**src/rtl/mc_pkg.sv**
```systemverilog
// Shared definitions for the macroblock sub-block scheduler: FSM state
// encoding, sub-block index width and the index-to-position decode.
package mc_pkg;

  localparam int BLK_IDX_W = 4;

  typedef enum logic [1:0] {
    ST_IDLE  = 2'd0,
    ST_ISSUE = 2'd1,
    ST_WAIT  = 2'd2,
    ST_DONE  = 2'd3
  } state_t;

  // Column of a 4x4 sub-block inside the 16x16 macroblock (8x8-quadrant order)
  function automatic logic [1:0] blk_x_of(input logic [BLK_IDX_W-1:0] idx);
    return {idx[2], idx[0]};
  endfunction

  // Row of a 4x4 sub-block inside the 16x16 macroblock (8x8-quadrant order)
  function automatic logic [1:0] blk_y_of(input logic [BLK_IDX_W-1:0] idx);
    return {idx[3], idx[1]};
  endfunction

endpackage

```
**src/rtl/mc_sched_wdog.sv**
```systemverilog
// WAIT-state watchdog. Counts cycles while i_en is high and restarts from
// zero whenever i_en drops, so every entry into WAIT starts a fresh window.
// o_expired is asserted during the TIMEOUT-th consecutive enabled cycle.
module mc_sched_wdog #(
  parameter int TIMEOUT = 64
) (
  input  logic clk,
  input  logic reset_n,
  input  logic i_en,
  output logic o_expired
);

  localparam int CNT_W = (TIMEOUT > 1) ? $clog2(TIMEOUT) : 1;
  localparam logic [CNT_W-1:0] LIMIT = CNT_W'(TIMEOUT - 1);

  logic [CNT_W-1:0] r_cnt;

  // Cycle counter: cleared outside WAIT, saturates at the limit inside it
  always_ff @(posedge clk or negedge reset_n) begin
    if (!reset_n) begin
      r_cnt <= '0;
    end else if (!i_en) begin
      r_cnt <= '0;
    end else if (r_cnt != LIMIT) begin
      r_cnt <= r_cnt + 1'b1;
    end
  end

  assign o_expired = i_en && (r_cnt == LIMIT);

endmodule

```
**src/rtl/mc_blk_sched.sv**
```systemverilog
// Macroblock sub-block scheduler. Accepts a macroblock command, then walks
// NUM_BLK 4x4 sub-blocks through the residual unit one at a time:
// ISSUE presents the source block, WAIT collects the residual once the
// downstream transform can take it, DONE reports completion.
// Optional build macro: MC_SCHED_TIMEOUT_EN adds a WAIT watchdog and the
// timeout_err output; without it WAIT may stall indefinitely.
module mc_blk_sched
  import mc_pkg::*;
#(
  parameter int NUM_BLK  = 16,
  parameter int ID_WIDTH = 8,
  parameter int TIMEOUT  = 64
) (
  input  logic                 clk,
  input  logic                 reset_n,
  input  logic                 mb_start_valid,
  output logic                 mb_start_ready,
  input  logic [ID_WIDTH-1:0]  mb_id,
  output logic [BLK_IDX_W-1:0] blk_idx,
  output logic [1:0]           blk_x,
  output logic [1:0]           blk_y,
  output logic                 lc_src_valid,
  input  logic                 lc_src_ready,
  input  logic                 lc_dst_valid,
  output logic                 lc_dst_ready,
  input  logic                 down_ready,
  output logic                 res_wr_en,
  output logic [BLK_IDX_W-1:0] res_blk_idx,
  output logic                 mb_done,
  output logic [ID_WIDTH-1:0]  mb_done_id,
  output logic                 busy
`ifdef MC_SCHED_TIMEOUT_EN
  ,
  output logic                 timeout_err
`endif
);

  localparam logic [BLK_IDX_W-1:0] LAST_IDX = BLK_IDX_W'(NUM_BLK - 1);

  state_t                r_state;
  state_t                w_state_nxt;
  logic [BLK_IDX_W-1:0]  r_idx;
  logic [BLK_IDX_W-1:0]  w_idx_nxt;
  logic [ID_WIDTH-1:0]   r_id;
  logic [ID_WIDTH-1:0]   w_id_nxt;
  logic                  w_cmpl;
  logic                  w_wdog_exp;

  // A residual is taken only in WAIT; a sticky dst_valid elsewhere is ignored
  assign w_cmpl = (r_state == ST_WAIT) && lc_dst_valid && down_ready;

`ifdef MC_SCHED_TIMEOUT_EN
  mc_sched_wdog #(
    .TIMEOUT (TIMEOUT)
  ) u_wdog (
    .clk       (clk),
    .reset_n   (reset_n),
    .i_en      (r_state == ST_WAIT),
    .o_expired (w_wdog_exp)
  );

  // A completion in the expiry cycle wins: the residual was already captured
  assign timeout_err = w_wdog_exp && !w_cmpl;
`else
  logic w_unused_timeout;
  assign w_wdog_exp       = 1'b0;
  assign w_unused_timeout = (TIMEOUT > 0) && w_wdog_exp;
`endif

  // State, sub-block index and latched tag registers
  always_ff @(posedge clk or negedge reset_n) begin
    if (!reset_n) begin
      r_state <= ST_IDLE;
      r_idx   <= '0;
      r_id    <= '0;
    end else begin
      r_state <= w_state_nxt;
      r_idx   <= w_idx_nxt;
      r_id    <= w_id_nxt;
    end
  end

  // Next-state logic for the command / issue / wait / done sequence
  always_comb begin
    w_state_nxt = r_state;
    w_idx_nxt   = r_idx;
    w_id_nxt    = r_id;
    case (r_state)
      ST_IDLE: begin
        if (mb_start_valid) begin
          w_id_nxt    = mb_id;
          w_idx_nxt   = '0;
          w_state_nxt = ST_ISSUE;
        end
      end
      ST_ISSUE: begin
        if (lc_src_ready) begin
          w_state_nxt = ST_WAIT;
        end
      end
      ST_WAIT: begin
        if (w_cmpl) begin
          if (r_idx == LAST_IDX) begin
            w_state_nxt = ST_DONE;
          end else begin
            w_idx_nxt   = r_idx + 1'b1;
            w_state_nxt = ST_ISSUE;
          end
        end else if (w_wdog_exp) begin
          w_state_nxt = ST_IDLE;
        end
      end
      ST_DONE: begin
        w_state_nxt = ST_IDLE;
      end
      default: begin
        w_state_nxt = ST_IDLE;
      end
    endcase
  end

  assign mb_start_ready = (r_state == ST_IDLE);
  assign busy           = (r_state != ST_IDLE);
  assign lc_src_valid   = (r_state == ST_ISSUE);
  assign lc_dst_ready   = (r_state == ST_WAIT) && down_ready;
  assign res_wr_en      = w_cmpl;
  assign res_blk_idx    = r_idx;
  assign blk_idx        = r_idx;
  assign blk_x          = blk_x_of(r_idx);
  assign blk_y          = blk_y_of(r_idx);
  assign mb_done        = (r_state == ST_DONE);
  assign mb_done_id     = r_id;

endmodule

```
**config.mk**
```make
export PLATFORM = sky130hd
export DESIGN_NAME = mc_blk_sched
export DESIGN_NICKNAME = d
export VERILOG_FILES = /design/src/rtl/mc_pkg.sv /design/src/rtl/mc_sched_wdog.sv /design/src/rtl/mc_blk_sched.sv
export SDC_FILE = /design/constraint.sdc
export NUM_CORES = 1
export LEC_CHECK = 0
export ABC_AREA = 1
export BUFFER_PORTS_ARGS = -buffer_cell sky130_fd_sc_hd__buf_2
export CAP_MARGIN = 20
export CORE_MARGIN = 5
export CORE_UTILIZATION = 46
export CTS_BUF_LIST = sky130_fd_sc_hd__clkbuf_2
export CTS_CLUSTER_SIZE = 25
export DETAILED_ROUTE_END_ITERATION = 10
export GPL_ROUTABILITY_DRIVEN = 0
export PLACE_DENSITY = 0.84
export SKIP_CTS_REPAIR_TIMING = 1
export SYNTH_ARGS = -nofsm -noshare
export SYNTH_HDL_FRONTEND = slang
export SYNTH_SLANG_ARGS = --single-unit
```
**constraint.sdc**
```tcl
create_clock -name clk -period 1.6 [get_ports clk]
set_input_delay 0.32 -clock clk [delete_from_list [all_inputs] [get_ports clk]]
set_output_delay 0.32 -clock clk [all_outputs]
set_load 0.02 [all_outputs]
```
; ---- After elaboration in Yosys (flattened, before gate mapping)
; Cells that the tools add are included.
[op_classes]
n_eq_ne = 8
add_sub_neg = 1
n_reduce_logical = 9
muxes = 9
[op_table]
columns = cell, count
row1 = $mux W4, 3
row2 = $mux W2, 4
row3 = $pmux W2 S4, 1
row4 = $pmux W4 S2, 1
row5 = $ne A2 B2 Y1 const B, 3
row6 = $add A4 B1 Y4 const B, 1
row7 = $eq A2 B2 Y1 const B, 2
row8 = $eq A4 B4 Y1 const B, 1
row9 = $reduce_and A4 Y1, 1
row10 = $reduce_bool A2 Y1, 2
row11 = $logic_and A1 B1 Y1, 3
row12 = $reduce_and A3 Y1, 1
row13 = $eq A2 B1 Y1 const B, 1
row14 = $logic_not A2 Y1, 1
row15 = $ne A2 B1 Y1 const B, 1
row16 = $reduce_and A2 Y1, 1
[word_totals]
input_bits = 14
wordCells = 30
regBits = 14
out_inout_bits = 26

; ---- Depth between registers and ports, before layout
; Gate-level depths: netlist of the first run.
[depth]
depth_word = 5
depth_mapped = 7
ltp_nobuf = 7

; ---- Worst setup path before layout of the first run
; OpenSTA, ideal clock, no wires.
[synth_path]
path_type = reg2out
start = reg r_state[0]
end = out res_wr_en
stages_incl_launch_ff = 4
required_ps = 1280
arrival_time_ps = 1069
path_buffers = 0
setup_slack_ps = 211
cell_sequence = dfrtp_1 -> inv_1 -> nand2_1 -> nor3_1
[synth_via]
elab_chain_len = 3
[synth_rtl]
columns = item, line_no
row1 = "start, declared", mc_blk_sched.sv:40  ; state_t r_state;
row2 = "start signal, assigned", mc_blk_sched.sv:77  ; r_state <= w_state_nxt;
row3 = $eq A2 B2 Y1, mc_blk_sched.sv:50  ; assign w_cmpl = (r_state == ST_WAIT) && lc_dst_valid && down_ready;
row4 = $logic_and A1 B1 Y1 (2 in a row), mc_blk_sched.sv:50
row5 = "end, declared", mc_blk_sched.sv:27  ; output logic res_wr_en,
; No other way between the ends.

; ---- Worst setup path after layout of the first run
; Same ends and word-level chain as after synthesis.

==> results of run 1 <==
==> path summary, 6_finish.rpt <==
check	from	slack, ns	endpoint	depth (start not counted)
hold / removal	mb_id[3]	0.28	mb_done_id[3]$_DFFE_PN0P_	3
max in group asynchronous	reset_n	0.90	r_state[1]$_DFFE_PN0P_	2
hold reg to reg	mb_done_id[5]$_DFFE_PN0P_	0.49	mb_done_id[5]$_DFFE_PN0P_	2
setup reg to reg	blk_idx[0]$_DFFE_PN0P_	0.23	blk_idx[3]$_DFFE_PN0P_	7
setup / recovery	r_state[0]$_DFFE_PN0P_	0.08	res_wr_en	4
min in group asynchronous	reset_n	0.46	mb_done_id[6]$_DFFE_PN0P_	2
==> power groups by stage <==
stage                     Combinational (µW)  Clock, µW  Sequential [µW]
final                                   1030        159              600
after global routing                    1130        186              621
after floorplan                          604          0              729
after global placement                   999          0              594
after CTS                               1020        169              595
after detailed placement                1020          0              598
==> sequential cells by signal, summed over array words and instances, names as in the netlist <==
signal,count
r_state,2
blk_idx,4
mb_done_id,8
==> cell type report <==
| class | instances | area, µm² | share of cell area [%] |
|---|---|---|---|
| inverter | 11 | 41.3 | 4.21 |
| multi-input combinational | 71 | 330 | 33.7 |
| clock inverter | 1 | 3.75 | 0.383 |
| timing repair buffer | 41 | 218 | 22.2 |
| tap | 17 | 21.3 | 2.17 |
| clock buffer | 3 | 15.0 | 1.53 |
| sequential | 14 | 350 | 35.8 |
==> stage by stage <==
step           setup slack [ns]  power (µW)  cells  utilization (%)  area (µm²)
2_1_floorplan             0.211        1330    106                -         787
3_3_place_gp              0.298        1590    153             56.0         936
3_5_place_dp              0.245        1620    153             56.0         936
4_1_cts                 0.00880        1780    157             57.2         955
5_1_grt                 -0.0289        1940    158             58.7         980
6_report                 0.0823        1790    158             58.7         980
==> layout by cell type, fill, tap and decap left out, drive strengths merged <==
cell type	count
a21oi	3
dlygate4sd3	1
dfrtp	14
nor3	1
nor2	13
o21bai	1
buf	40
nand3	14
clkbuf	3
o21ai	1
inv	11
xnor2	1
clkinv	1
nand2	36
ha	1
==> per-layer routing <==
| metal | up-vias | part of all wire [%] | routed length (µm) | track usage, % |
|---|---|---|---|---|
| li1 | 393 | - | - | - |
| met1 | 345 | 46 | 803 | 18.0 |
| met2 | 33 | 45 | 795 | 21.8 |
| met3 | 0 | 9.2 | 162 | 2.92 |
| met4 | 0 | 0 | 0 | 5.24 |
| met5 | - | 0 | 0 | 0 |
==> logic make-up (layout without fill, tap and decap cells) <==
logic type               after synthesis  after routing
buffers and inverters                 21             56
AND/OR/NAND/NOR                       64             64
adder cells (fa/ha/maj)                1              1
AO/OA/AOI/OAI                          5              5
flip-flops                            14             14
XOR/XNOR                               1              1
==> worst min-delay path, delay by kind of cell <==
kind                   cells  cell delay, ns
AND/OR/NAND/NOR            2            0.12
buffers and inverters      1            0.07
==> implementation parameters, run 1 <==
Parameter                              Value

Power
  Power density cells ... 1820 nW/µm²
  Proportion of power drawn by flip-flops and latches ... 33.6%
  Part of the power in the clock network ... 8.9%
  Switching power total ... 907 µW
  Total leakage power ... 0.000620 µW
  IR Drop Worst-Case VDD ... 0.000875 V
  Fraction of power spent switching nets ... 50.8%
  Logic gate share of total power ... 57.6%
  Cell Int Power ... 880 µW

Drt
  DRC violation count after routing ... 0
  Drt first-iter violations ... 2
  Post-DRT Antenna Nets ... 0
  DR pass1 iterations ... 4
  Routed WL per cell ... 11.1 µm
  Vias/cell ... 4.88
  Total wire length ... 1.76 mm
  Vias after detailed routing ... 771

STA
  Total negative setup slack ... 0 ns
  Hold slack ... 0.279 ns
  Setup repair after global routing missed its margin ... true
  Peak clock frequency supported by timing ... 0.659 GHz
  Hold violation total from the final report ... 0
  Max Slew Vio Count ... 0
  Slew HR ... 79.3%
  Min cycle time layout ... 1.52 ns
  Setup violation total in the final timing report ... 0
  Setup Skew ... 0.00463 ns
  Worst-margin pin slew ... 0.307 ns
  Tcrit/Tclk final ... 94.9%

CTS
  Number of levels in the clock H-tree ... 1
  Maximum buffer depth of the clock tree ... 2
  Number of buffers created by CTS ... 3
  Worst-skew pair later-pin latency ... 0.26 ns
  TritonCTS clock tree ... yes
  Clk sink count ... 14
  Clk slew on worst S/H paths ... 0.13 ns
  Root cell of the clock tree ... sky130_fd_sc_hd__clkbuf_2

Synth
  Number of distinct library cells after synthesis ... 15
  Post-synth EDFFs ... 0
  Gate Count Post-Synth ... 106
  Most numerous cell types in the synthesized netlist ... sky130_fd_sc_hd__nand2_1 (34), sky130_fd_sc_hd__dfrtp_1 (14), sky130_fd_sc_hd__nand3_1 (13)
  Post-Syn Area ... 787 µm²
  Synth area leaders ... sky130_fd_sc_hd__dfrtp_1 (45%), sky130_fd_sc_hd__nand2_1 (16%), sky130_fd_sc_hd__buf_4 (9.5%), sky130_fd_sc_hd__nand3_1 (8.3%), sky130_fd_sc_hd__nor2_1 (5.7%)
  Total of flip-flops plus latches after synthesis ... 14
  Most repeated cell in the gate-level netlist after synthesis ... sky130_fd_sc_hd__nand2_1
  Avg Cell Area, Syn ... 7.42 µm²
  Synthesized-area fraction occupied by ao, oa, aoi and oai cells ... 3.50%
  Adder and majority gate portion of the synthesized area ... 1.59%
  Async SR Flop Fraction ... 100%
  Combinational family with the most area after synthesis ... simple AND/OR/NAND/NOR gates
  Post-synthesis mux area share ... 0%
  Ys Warns ... 0
  Sequential-to-total area share from yosys stat ... 44.5%
  Top flip-flop cell by instance count after synthesis ... sky130_fd_sc_hd__dfrtp_1
  Proportion of netlist area held by the largest area contributor ... 44.5%
  Synthesized-area fraction occupied by and/or/nand/nor cells ... 34.5%
  Largest area contributor in the netlist ... sky130_fd_sc_hd__dfrtp_1
  Nets in the synthesized netlist ... 121
  Fraction of synthesized cell area in xor and xnor cells ... 1.11%

Setup path
  Crit path DAT ... 1.20 ns
  Largest fanout of any net on the critical path ... 7
  Element type at the critical path start ... register
  Setup crit end kind ... output port
  Slowest Stage Delay on Critical Path ... 0.45 ns
  Critical path, cell by cell ... inv_1 > nand2_2 > nor3_2 > buf_4
  Setup CP Type ... register to output port
  Worst path slowest cell ... sky130_fd_sc_hd__dfrtp_1
  Worst endpoint required time ... 1.28 ns
  Buffers and inverters on the worst path ... 2
  Delay-heaviest family, CP ... flip-flops

Floorplanning
  Full die area ... 2640 µm²
  Top-level port count ... 40
  Horizontal die dimension ... 51.4 µm
  Starting density of the core ... 47.1%
  Floorplan core area ... 1670 µm²
  Number of cell rows ... 15
  Overall die height ... 51.4 µm

Run
  Reported max-cap violation count ... 0

GRT
  Combined global-route utilization of all metal layers ... 13.7%
  Number of antenna violations at the first check in global routing ... 0
  Wire length of the first global-routing pass ... 2.82 mm
  Largest net degree at the start of global routing ... 15
  Vias in the first global route ... 694
  GRT overflow ... 0

Layout
  Post-layout nets ... 157
  Layout Area Growth over Synthesis ... 24.5%
  Fraction of final layout cells with drive strength greater than 1 ... 35.5%
  Fill cell count ... 158
  Number of antenna repair diodes ... 0

Worst hold path
  Worst min-delay path class ... input port to register

Outcome
  Status ... finished, final reports clean

Placement
  Sum of net half-perimeters after detailed placement ... 1.41 mm
  Count of input and output buffers ... 39
Power figures use the tool's default switching activity.
==> run 2: changes to the inputs <==
- ABC_AREA: 1 -> not set
- CORE_UTILIZATION: 46 -> 45
- PLACE_DENSITY: 0.84 -> 0.83
==> run 2 against run 1 <==
  * Sequential cell count unchanged
  * Synthesized cell count decreased by 37%
  * Sequential share of layout area is 0.91 points higher
  * Utilization is 3.8 points higher
  * Clock-buffer cell count unchanged
  * Global-route usage is 1.4 points lower
  * Fmax down 0.81%
  * Non-clock buffer count is 4 higher
  * Synthesized area decreased by 5.1%
  * Combinational power down 18%
==> implementation parameters, run 2 <==
Parameter                              Value

Layout
  Finished Core Util ... 62.4% (+3.8 points)
  Number of antenna repair diodes ... 0 (unchanged)
  Fill cell count ... 133 (-16%)
  Most frequent cells in the layout ... sky130_fd_sc_hd__buf_2 (38), sky130_fd_sc_hd__dfrtp_1 (12), sky130_fd_sc_hd__mux2_2 (8)
  Post-layout nets ... 121 (-23%)
  Flip-flop count of the largest register, all copies and words added ... 8 (unchanged)
  Leading cell type in the layout, fill and taps excluded ... sky130_fd_sc_hd__buf_2
  Layout Area Growth over Synthesis ... 28.8%
  Finished Layout Cells ... 120 (-24%)
  Fraction of final layout cells with drive strength greater than 1 ... 62.5% (+27 points)

Outcome
  Status ... finished, final reports clean

Drt
  Post-DRT Antenna Nets ... 0 (unchanged)
  Total wire length ... 1.55 mm (-12%)
  Routed WL per cell ... 12.9 µm (+16%)
  DR pass1 iterations ... 4 (unchanged)
  Vias after detailed routing ... 613 (-20%)
  Vias/cell ... 5.11 (+4.7%)
  DRC violation count after routing ... 0 (unchanged)
  Drt first-iter violations ... 10 (+8)

Synth
  Post-Syn Area ... 747 µm² (-5.1%)
  Sequential-to-total area share from yosys stat ... 46.9% (+2.4 points)
  Most numerous cell types in the synthesized netlist ... sky130_fd_sc_hd__dfrtp_1 (14), sky130_fd_sc_hd__buf_4 (8), sky130_fd_sc_hd__mux2_2 (8)
  Avg Cell Area, Syn ... 11.1 µm² (+50%)
  Number of distinct library cells after synthesis ... 26 (+11)
  Combinational family with the most area after synthesis ... simple AND/OR/NAND/NOR gates
  Top flip-flop cell by instance count after synthesis ... sky130_fd_sc_hd__dfrtp_1
  Fraction of synthesized cell area in xor and xnor cells ... 0% (-1.1 points)
  Adder and majority gate portion of the synthesized area ... 1.68% (+0.085 points)
  Nets in the synthesized netlist ... 82 (-32%)
  Total of flip-flops plus latches after synthesis ... 14 (unchanged)
  Post-synth EDFFs ... 0 (unchanged)
  Largest area contributor in the netlist ... sky130_fd_sc_hd__dfrtp_1
  Synth area leaders ... sky130_fd_sc_hd__dfrtp_1 (47%), sky130_fd_sc_hd__mux2_2 (12%), sky130_fd_sc_hd__buf_4 (8.0%), sky130_fd_sc_hd__inv_1 (3.0%), sky130_fd_sc_hd__nand3_1 (2.7%)
  Async SR Flop Fraction ... 100% (unchanged)
  Most repeated cell in the gate-level netlist after synthesis ... sky130_fd_sc_hd__dfrtp_1
  Synthesized-area fraction occupied by and/or/nand/nor cells ... 15.1% (-19 points)
  Ys Warns ... 0 (unchanged)
  Post-synthesis mux area share ... 13.4% (+13 points)
  Gate Count Post-Synth ... 67 (-37%)
  Proportion of netlist area held by the largest area contributor ... 46.9% (+2.4 points)
  Synthesized-area fraction occupied by ao, oa, aoi and oai cells ... 9.88% (+6.4 points)

STA
  Max Slew Vio Count ... 0 (unchanged)
  Setup repair after global routing missed its margin ... false
  Worst-margin pin slew ... 0.303 ns (-0.00436 ns)
  Peak clock frequency supported by timing ... 0.654 GHz (-0.81%)
  Tcrit/Tclk final ... 95.6% (+0.78 points)
  Slew HR ... 79.8% (+0.51 points)
  Setup violation total in the final timing report ... 0 (unchanged)
  Setup Skew ... 0.00592 ns (+0.00129 ns)
  Hold violation total from the final report ... 0 (unchanged)
  Min cycle time layout ... 1.53 ns (+0.0124 ns)

CTS
  TritonCTS clock tree ... yes
  Number of buffers created by CTS ... 3 (unchanged)
  Clk slew on worst S/H paths ... 0.12 ns (about the same)
  Worst-skew pair later-pin latency ... 0.25 ns (about the same)
  Number of levels in the clock H-tree ... 1 (unchanged)
  Root cell of the clock tree ... sky130_fd_sc_hd__clkbuf_2
  Maximum buffer depth of the clock tree ... 2 (unchanged)
  Clk sink count ... 14 (unchanged)

Power
  Part of the power in the clock network ... 9.4% (+0.5 points)
  IR Drop Worst-Case VDD ... 0.000927 V (+6.0%)
  Total leakage power ... 0.000532 µW (-14%)
  Proportion of power drawn by flip-flops and latches ... 37.0% (+3.4 points)
  Switching power total ... 647 µW (-29%)
  Fraction of power spent switching nets ... 41.2% (-9.5 points)
  Power density cells ... 1630 nW/µm² (-11%)
  Cell Int Power ... 923 µW (+4.8%)
  Logic gate share of total power ... 53.6% (-4.0 points)

Floorplanning
  Number of cell rows ... 14 (-1)
  Horizontal die dimension ... 50.7 µm (-1.2%)
  Full die area ... 2570 µm² (-2.4%)
  Overall die height ... 50.7 µm (-1.2%)
  Starting density of the core ... 48.5% (+1.3 points)
  Top-level port count ... 40 (unchanged)
  Floorplan core area ... 1540 µm² (-7.7%)

Placement
  Placed cell count ... 112 (-27%)
  Sum of net half-perimeters after detailed placement ... 1.23 mm (-13%)
  Count of input and output buffers ... 39 (unchanged)

Setup path
  Setup crit end kind ... output port
  Element type at the critical path start ... register
  R2R setup slack ... 0.18 ns (-0.05 ns)
  Largest fanout of any net on the critical path ... 9 (+2)
  Setup CP Type ... register to output port
  Worst endpoint required time ... 1.28 ns (about the same)
  Crit path DAT ... 1.21 ns (about the same)

GRT
  Number of antenna violations at the first check in global routing ... 0 (unchanged)
  Vias in the first global route ... 568 (-18%)
  Largest net degree at the start of global routing ... 15 (unchanged)
  Combined global-route utilization of all metal layers ... 12.3% (-1.4 points)
  Wire length of the first global-routing pass ... 2.47 mm (-12%)
  GRT overflow ... 0 (unchanged)

Run
  Reported max-cap violation count ... 0 (unchanged)

Worst hold path
  Worst min-delay path class ... input port to register
[run 2: layout make-up]
class                           count  area (µm²)  share of cell area (%)
Tap cell                           16        20.0                    2.08
Inverter                            6        22.5                    2.34
Timing Repair Buffer               45         249                    25.9
Clock buffer                        3        15.0                    1.56
Multi-Input combinational cell     36         303                    31.5
Sequential cell                    14         353                    36.7
[run 2: per-layer routing]
layer | share of wire, % | wire length (µm) | global-route usage, %
met5 | 0 | 0 | 0
met2 | 46 | 704 | 20.0
met4 | 0 | 0 | 5.11
met1 | 41 | 628 | 14.8
met3 | 14 | 212 | 3.85
[run 2: cells by family after synthesis]
logic type | Yosys count
fa+ha+maj | 1
simple gates | 17
flops | 14
mux | 9
compound gates | 9
buf+inv | 17
[run 2: power groups by stage]
stage,clock [µW],sequential [µW],combinational [µW]
floorplan,0,700,411
CTS,159,581,765
global route,173,602,895
detailed placement,0,587,764
finish,147,581,842
global placement,0,579,750
[run 2: worst max-delay path, cell delays in order, from the launching register on]
cell and delay [ns]:
sky130_fd_sc_hd__dfrtp_2 0.47, sky130_fd_sc_hd__or2_2 0.31, sky130_fd_sc_hd__inv_2 0.07, sky130_fd_sc_hd__buf_6 0.11
[run 2: worst paths after layout]
| path | start | endpoint | cells past startpoint |
|---|---|---|---|
| worst min-delay path | mb_id[6] | mb_done_id[6]$_DFFE_PN0P_ | 2 |
| worst max register to register | r_state[1]$_DFFE_PN0P_ | mb_done_id[5]$_DFFE_PN0P_ | 4 |
| min in group asynchronous | reset_n | blk_idx[3]$_DFFE_PN0P_ | 2 |
| max in group asynchronous | reset_n | r_state[0]$_DFFE_PN0P_ | 2 |
| worst min register to register | mb_done_id[6]$_DFFE_PN0P_ | mb_done_id[6]$_DFFE_PN0P_ | 1 |
| worst max-delay path | r_state[1]$_DFFE_PN0P_ | mb_start_ready | 3 |
[run 2: metrics by stage]
| stage | total power (µW) | setup TNS (ns) | setup WS [ns] | instance area (µm²) | hold WS, ns |
|---|---|---|---|---|---|
| 2_1_floorplan | 1110 | 0 | 0.247 | 747 | 0.0244 |
| 3_3_place_gp | 1330 | 0 | 0.270 | 895 | 0.228 |
| 3_5_place_dp | 1350 | 0 | 0.235 | 895 | 0.235 |
| 4_1_cts | 1510 | -0.173 | -0.0835 | 910 | -0.0775 |
| 5_1_grt | 1670 | 0 | 0.00461 | 962 | 0.249 |
| 6_report | 1570 | 0 | 0.0699 | 962 | 0.286 |
